`config.mk`:
```
export PLATFORM = sky130hd
export DESIGN_NAME = seg7_scan_driver
export DESIGN_NICKNAME = d
export VERILOG_FILES = /design/src/rtl/seg7_scan_driver.sv
export SDC_FILE = /design/constraint.sdc
export NUM_CORES = 1
export LEC_CHECK = 0
export BUFFER_PORTS_ARGS = -buffer_cell sky130_fd_sc_hd__buf_2
export CELL_PAD_IN_SITES_DETAIL_PLACEMENT = 0
export CELL_PAD_IN_SITES_GLOBAL_PLACEMENT = 2
export CORE_MARGIN = 5
export CORE_UTILIZATION = 38
export DETAILED_ROUTE_END_ITERATION = 10
export PLACE_DENSITY = 0.8
export SLEW_MARGIN = 10
export SYNTH_ARGS = -nofsm -noshare
export SYNTH_HDL_FRONTEND = slang
export SYNTH_SLANG_ARGS = --single-unit
export TNS_END_PERCENT = 20
```
`constraint.sdc`:
```
create_clock -name sclk -period 3.7 [get_ports sclk]
set_clock_uncertainty 0.1 [all_clocks]
set_input_delay 0.185 -clock sclk [delete_from_list [all_inputs] [get_ports sclk]]
set_output_delay 0.185 -clock sclk [all_outputs]
set_load 0.05 [all_outputs]
```
`src/rtl/seg7_scan_driver.sv`:
```
`default_nettype none
// ============================================================================
//  Module   : seg7_scan_driver
//  Purpose  : Multiplexed driver for NUM_DIGITS common-anode 7-segment digits.
//             Scans one digit per slot of 2**SLOT_W sclk cycles, leftmost
//             digit first, with per-digit decimal point / blank / blink, PWM
//             brightness, leading-zero suppression and optional hex decode.
//             All display inputs are snapshotted once per frame so a frame
//             never shows a mix of old and new values.
//  Ports    : sclk, reset (async, active-high)
//             digits      [4*NUM_DIGITS-1:0]  digit i = digits[4i+3:4i]
//             dp_in, blank_mask, blink_mask [NUM_DIGITS-1:0]
//             brightness  [BRIGHT_W-1:0]      0 = dimmest, all-ones = full
//             lz_suppress                     blank leading zeros
//             seg[6:0] {g..a}, dp, an[NUM_DIGITS-1:0]   all active-low
//             frame_start                     1-cycle pulse at frame start
//  Revision : 1.0  initial release
// ============================================================================
module seg7_scan_driver #(
    parameter int NUM_DIGITS   = 4,
    parameter int SLOT_W       = 4,
    parameter int BRIGHT_W     = 2,
    parameter int BLINK_FRAMES = 64,
    parameter int HEX_EN       = 0
) (
    input  logic                      sclk,
    input  logic                      reset,
    input  logic [4*NUM_DIGITS-1:0]   digits,
    input  logic [NUM_DIGITS-1:0]     dp_in,
    input  logic [NUM_DIGITS-1:0]     blank_mask,
    input  logic [NUM_DIGITS-1:0]     blink_mask,
    input  logic [BRIGHT_W-1:0]       brightness,
    input  logic                      lz_suppress,
    output logic [6:0]                seg,
    output logic                      dp,
    output logic [NUM_DIGITS-1:0]     an,
    output logic                      frame_start
);

    localparam int c_IDX_W  = $clog2(NUM_DIGITS);
    localparam int c_FCNT_W = (BLINK_FRAMES > 1) ? $clog2(BLINK_FRAMES) : 1;
    localparam int c_SHIFT  = SLOT_W - BRIGHT_W;

    localparam logic [c_IDX_W-1:0]  c_LAST_IDX  = c_IDX_W'(NUM_DIGITS - 1);
    localparam logic [SLOT_W-1:0]   c_LAST_SCNT = {SLOT_W{1'b1}};
    localparam logic [c_FCNT_W-1:0] c_FCNT_LAST = c_FCNT_W'(BLINK_FRAMES - 1);
    localparam logic [SLOT_W:0]     c_ON_ONE    = (SLOT_W+1)'(1);
    localparam logic [6:0]          c_DARK      = 7'h7F;
    localparam logic [6:0]          c_DASH      = 7'b0111111;

    // Scan state
    logic [SLOT_W-1:0]         scnt_q, scnt_d;
    logic [c_IDX_W-1:0]        idx_q, idx_d;
    logic [c_FCNT_W-1:0]       fcnt_q, fcnt_d;
    logic                      phase_q, phase_d;     // 1 = blink ON
    logic                      frame_start_q, frame_start_d;

    // Frame snapshot
    logic [4*NUM_DIGITS-1:0]   snap_digits_q, snap_digits_d;
    logic [NUM_DIGITS-1:0]     snap_dp_q, snap_dp_d;
    logic [NUM_DIGITS-1:0]     snap_blank_q, snap_blank_d;
    logic [NUM_DIGITS-1:0]     snap_blink_q, snap_blink_d;
    logic [BRIGHT_W-1:0]       snap_bright_q, snap_bright_d;
    logic                      snap_lz_q, snap_lz_d;

    // Registered pins
    logic [6:0]                seg_q, seg_d;
    logic                      dp_q, dp_d;
    logic [NUM_DIGITS-1:0]     an_q, an_d;

    // Combinational helpers
    logic                      w_frame_edge;
    logic [NUM_DIGITS-1:0]     w_supp;
    logic                      w_zero_run;
    logic [3:0]                w_code;
    logic                      w_dp_sel;
    logic                      w_dark;
    logic                      w_on;
    logic [SLOT_W:0]           w_bright_ext;
    logic [SLOT_W:0]           w_on_lim;

    function automatic logic [6:0] f_decode(input logic [3:0] code);
        logic [6:0] pat;
        pat = c_DASH;
        case (code)
            4'h0: pat = 7'b1000000;
            4'h1: pat = 7'b1111001;
            4'h2: pat = 7'b0100100;
            4'h3: pat = 7'b0110000;
            4'h4: pat = 7'b0011001;
            4'h5: pat = 7'b0010010;
            4'h6: pat = 7'b0000010;
            4'h7: pat = 7'b1111000;
            4'h8: pat = 7'b0000000;
            4'h9: pat = 7'b0010000;
            4'hA: pat = (HEX_EN != 0) ? 7'b0001000 : c_DASH;
            4'hB: pat = (HEX_EN != 0) ? 7'b0000011 : c_DASH;
            4'hC: pat = (HEX_EN != 0) ? 7'b1000110 : c_DASH;
            4'hD: pat = (HEX_EN != 0) ? 7'b0100001 : c_DASH;
            4'hE: pat = (HEX_EN != 0) ? 7'b0000110 : c_DASH;
            4'hF: pat = (HEX_EN != 0) ? 7'b0001110 : c_DASH;
            default: pat = c_DASH;
        endcase
        return pat;
    endfunction

    always_comb begin
        // Slot counter and scan index
        scnt_d = scnt_q + 1'b1;
        idx_d  = idx_q;
        if (scnt_q == c_LAST_SCNT) begin
            idx_d = (idx_q == '0) ? c_LAST_IDX : idx_q - 1'b1;
        end

        // Snapshot is taken at the end of the cycle that sits at scnt 0 of the
        // leftmost slot. Coming out of reset that cycle is the reset state
        // itself, so the very first frame already shows live inputs.
        w_frame_edge  = (scnt_q == '0) && (idx_q == c_LAST_IDX);
        snap_digits_d = snap_digits_q;
        snap_dp_d     = snap_dp_q;
        snap_blank_d  = snap_blank_q;
        snap_blink_d  = snap_blink_q;
        snap_bright_d = snap_bright_q;
        snap_lz_d     = snap_lz_q;
        if (w_frame_edge) begin
            snap_digits_d = digits;
            snap_dp_d     = dp_in;
            snap_blank_d  = blank_mask;
            snap_blink_d  = blink_mask;
            snap_bright_d = brightness;
            snap_lz_d     = lz_suppress;
        end

        // Blink frame counter only advances on real frame boundaries, so the
        // first frame after reset counts as frame 0.
        fcnt_d  = fcnt_q;
        phase_d = phase_q;
        if (frame_start_q) begin
            if (fcnt_q == c_FCNT_LAST) begin
                fcnt_d  = '0;
                phase_d = ~phase_q;
            end else begin
                fcnt_d = fcnt_q + 1'b1;
            end
        end

        // Pins are registered from the next-state values so that the pin
        // pattern for (slot, scnt) is visible during that very cycle.
        frame_start_d = (scnt_d == '0) && (idx_d == c_LAST_IDX);

        // Leading-zero run, scanned from the leftmost digit downwards.
        w_zero_run = 1'b1;
        w_supp     = '0;
        for (int i = NUM_DIGITS - 1; i >= 0; i--) begin
            w_zero_run = w_zero_run && (snap_digits_d[4*i +: 4] == 4'd0) && !snap_dp_d[i];
            w_supp[i]  = snap_lz_d && w_zero_run && (i != 0);
        end

        // Select the digit being scanned next cycle.
        w_code   = 4'd0;
        w_dp_sel = 1'b0;
        w_dark   = 1'b0;
        for (int i = 0; i < NUM_DIGITS; i++) begin
            if (idx_d == c_IDX_W'(i)) begin
                w_code   = snap_digits_d[4*i +: 4];
                w_dp_sel = snap_dp_d[i];
                w_dark   = snap_blank_d[i] || w_supp[i] || (snap_blink_d[i] && !phase_d);
            end
        end

        // PWM window inside the slot; scnt 0 stays dark as a dead cycle.
        w_bright_ext = {{(SLOT_W + 1 - BRIGHT_W){1'b0}}, snap_bright_d};
        w_on_lim     = (w_bright_ext + c_ON_ONE) << c_SHIFT;
        w_on         = ((scnt_d != '0) && ({1'b0, scnt_d} < w_on_lim)) ||
                       ((scnt_d == c_LAST_SCNT) && (&snap_bright_d));

        for (int i = 0; i < NUM_DIGITS; i++) begin
            an_d[i] = !(w_on && (idx_d == c_IDX_W'(i)));
        end
        seg_d = w_dark ? c_DARK : f_decode(w_code);
        dp_d  = w_dark ? 1'b1 : !w_dp_sel;
    end

    always_ff @(posedge sclk or posedge reset) begin
        if (reset) begin
            scnt_q        <= '0;
            idx_q         <= c_LAST_IDX;
            fcnt_q        <= '0;
            phase_q       <= 1'b1;
            frame_start_q <= 1'b0;
            snap_digits_q <= '0;
            snap_dp_q     <= '0;
            snap_blank_q  <= '0;
            snap_blink_q  <= '0;
            snap_bright_q <= '0;
            snap_lz_q     <= 1'b0;
            seg_q         <= c_DARK;
            dp_q          <= 1'b1;
            an_q          <= '1;
        end else begin
            scnt_q        <= scnt_d;
            idx_q         <= idx_d;
            fcnt_q        <= fcnt_d;
            phase_q       <= phase_d;
            frame_start_q <= frame_start_d;
            snap_digits_q <= snap_digits_d;
            snap_dp_q     <= snap_dp_d;
            snap_blank_q  <= snap_blank_d;
            snap_blink_q  <= snap_blink_d;
            snap_bright_q <= snap_bright_d;
            snap_lz_q     <= snap_lz_d;
            seg_q         <= seg_d;
            dp_q          <= dp_d;
            an_q          <= an_d;
        end
    end

    assign seg         = seg_q;
    assign dp          = dp_q;
    assign an          = an_q;
    assign frame_start = frame_start_q;

endmodule
`default_nettype wire

```
==> reports/results.tsv <==
stage	metric	value	unit
pwr	Pleak	1.60	nW
timing	final hold slack	0.0109	ns
hold_path	worst min path class	in2reg	
layout	post-layout util	48.8	%
worst_setup_path	Critical Path Fanout Max	16	
floorplan	Die Width	96.5	µm
timing	Highest Clock Rate	310	MHz
worst_setup_path	Worst Path Arrival	3.38	ns
floorplan	IO Pins	46	
clock_network	CTS tree	done	
logic_synthesis	sequential element share of the synthesized area	50.8	%
timing	Min Clock Period, post-route	3.22	ns
place	I/O Buffers	45	
clock_network	CTS Root Cell	clkbuf_8	
routing	vias per inst	4.88	
worst_setup_path	Worst Path Required	3.86	ns
floorplan	core area	0.00725	mm²
pwr	Switching Share	24.5	%
layout	final std cells w/o fill	405	
routing	drt pass-1 iters	4	
logic_synthesis	Synth Register Bits	57	
place	gpl congestion	0.785	
routing	drc violations	0	
floorplan	DIE AREA	0.00932	mm²
hold_path	hold_sp	blank_mask[2]	
global_route	first-pass GRT wire length	9.73	mm
timing	final worst-path cycle share	87.1	%
routing	Routed Antenna Nets	0	
logic_synthesis	average size of a mapped cell	12.4	µm²
clock_network	hold_buf cts	17	
timing	setup slack after layout	0.478	ns
run_status	outcome	complete, no violations	
worst_setup_path	Worst Setup SP	idx_q[1]	
routing	DRT Wirelength	6.13	mm
clock_network	CTS H-tree lvls	3	
worst_setup_path	reg-to-reg slack, setup	0.48	ns
worst_setup_path	Critical Path Sink Type	flip-flop	
clock_network	clock latency on the worst-skew pair	0.33	ns
logic_synthesis	EDFF count, synth	0	
worst_setup_path	CP Launch Type	flip-flop	
pwr	net switching power	0.319	mW
worst_setup_path	CP Class	reg2reg	
place	placed insts	372	
layout	n_diodes	0	
pwr	Int Pwr	0.984	mW
logic_synthesis	Unique masters post-synth	44	
clock_network	# Post-CTS Setup Buffers	0	
timing	final setup TNS	0	ns
layout	fin nets	346	
timing	Slew HR	48.0	%
logic_synthesis	predominant post-synthesis flop cell	dfrtp_1	
pwr	Clk network pwr share	39.4	%
place	Setup WS pre-CTS	0.442	ns
floorplan	initial core utilization	39.2	%
global_route	vias in the first global route	2019	
clock_network	# clock sinks	57	
layout	area occupied by multi-input gates	0.00127	mm²
place	DP HPWL	4.44	mm
global_route	GRT overflow	0	
clock_network	post-CTS sizing	0	
global_route	largest net degree at the start of global routing	37	
global_route	Total GRT Usage	14.3	%
hold_path	end of the worst hold path	snap_blank_q[2]	
layout	area growth from synthesis to layout	24.4	%
floorplan	Die Height	96.5	µm
pwr	PwrDens	368	mW/mm²
layout	layout cells sized above 1	39.9	%
worst_setup_path	Worst Reg-to-Reg Cells	10	
routing	DR iter-0 viols	69	
worst_setup_path	Critical R2R Launch	idx_q[1]	
logic_synthesis	Async S/R FF share, synth	100	%
layout	# fillers	685	
pwr	sequential fraction of design power	50.5	%
global_route	initial antenna violation count	0	
timing	Slew Viols, Final	0	
job	max_cap viols	0	
routing	Vias	1976	
logic_synthesis	Syn Inst Count	230	
routing	per-cell routed wire length	15.1	µm
clock_network	clock slew at reported path FFs	0.06	ns
timing	final hold vios	0	
logic_synthesis	synthesized area	0.00285	mm²
hold_path	worst hold path depth	3	
logic_synthesis	YS warnings	0	
clock_network	CTS max path bufs	2	
clock_network	Num CTS Buffers	9	
pwr	combinational share of power	10.1	%
layout	most frequent cells in the layout	buf_2, dfrtp_1, mux2_2	
floorplan	Core Rows	31	
pwr	worst-case vdd ir drop	0.202	mV
timing	Setup Viol. Count Final	0	
layout	commonest non-fill, non-tap cell in the layout	buf_2	
worst_setup_path	reg2reg end	seg[4]	
logic_synthesis	Syn Nets	275	
layout	storage element area	0.00145	mm²
timing	RSZ-0062 raised after global routing	no	
timing	worst slew pin tran	0.779	ns
[how the worst max path moves through the flow]
stage,endpoint,cells after the start
5_1_grt,seg[4],10
6_report,seg[4],10
4_1_cts,seg[4],10
3_3_place_gp,seg[4],10
2_1_floorplan,an[0],14
3_5_place_dp,seg[4],10
[Yosys cell counts (all sizes together), types with 3 or more instances]
cell	count	share of area, %
dfrtp	42	37
mux2	34	14
inv	22	2.9
mux2i	16	5.8
dfstp	15	14
nor2	14	1.8
ha	12	5.3
buf	7	2.3
nand2	7	0.92
o21ai	7	1.6
o211ai	5	1.7
nand3	4	0.70
nor3	4	0.70
nor4	4	0.88
or4	4	1.1
a21o	3	0.79
nand4	3	0.88
xnor2	3	0.92
xor2	3	0.92
[area by class of cell]
cell class / instances / share of cell area [%]
repair buffers: 67 / 12.6
inverters: 22 / 2.33
well taps: 99 / 3.50
flip-flops and latches: 57 / 40.8
clock inverters: 3 / 0.424
multi-input cells: 144 / 35.8
clock buffers: 13 / 4.49
[per-layer routing]
layer | vias up | global-route usage (%) | share of wire, %
li1 | 960 | - | -
met1 | 971 | 18.4 | 47
met2 | 35 | 22.1 | 47
met3 | 10 | 3.56 | 4.4
met4 | 0 | 7.36 | 2.2
met5 | - | 0 | 0
[critical path: stages, from the launching register on]
cell	delay (ns)
dfstp_2	0.57
ha_1	0.15
nor4bb_4	0.21
buf_4	0.30
mux2_2	0.37
mux2_2	0.26
mux2i_1	0.36
inv_1	0.18
ha_1	0.26
a311o_1	0.26
o21ai_1	0.12
[stage by stage]
stage               total power [mW]  cell area, µm²
global placement               0.786            3190
global route                    1.36            3540
finish                          1.30            3540
detailed placement             0.787            3190
floorplan                      0.746            2850
CTS                             1.32            3540
[cell families (layout without fill, tap and decap cells)]
kind of cell             count (synthesis)  in the layout  share of synthesized area (%)
flip-flops                              57             57                           50.8
AND/OR/NAND/NOR                         51             51                           9.85
multiplexers                            50             50                           20.1
buffers and inverters                   29            105                           5.19
AO/OA/AOI/OAI                           25             25                           6.90
adder cells (fa/ha/maj)                 12             12                           5.28
XOR/XNOR                                 6              6                           1.85
[power by group through the flow]
stage	logic [mW]	clock network, mW	registers [mW]
after global routing	0.146	0.559	0.659
after global placement	0.119	0	0.667
after floorplan	0.0621	0	0.684
after CTS	0.134	0.531	0.657
final	0.132	0.513	0.657
after detailed placement	0.120	0	0.668
[registers in the layout, summed over array words and instances (netlist names)]
name / cells
snap_blank_q: 4
snap_dp_q: 4
dp: 1
seg: 7
snap_bright_q: 2
frame_start: 1
fcnt_q: 6
scnt_q: 4
snap_blink_q: 4
snap_lz_q: 1
phase_q: 1
idx_q: 2
snap_digits_q: 16
an: 4
Power figures use the tool's default switching activity.
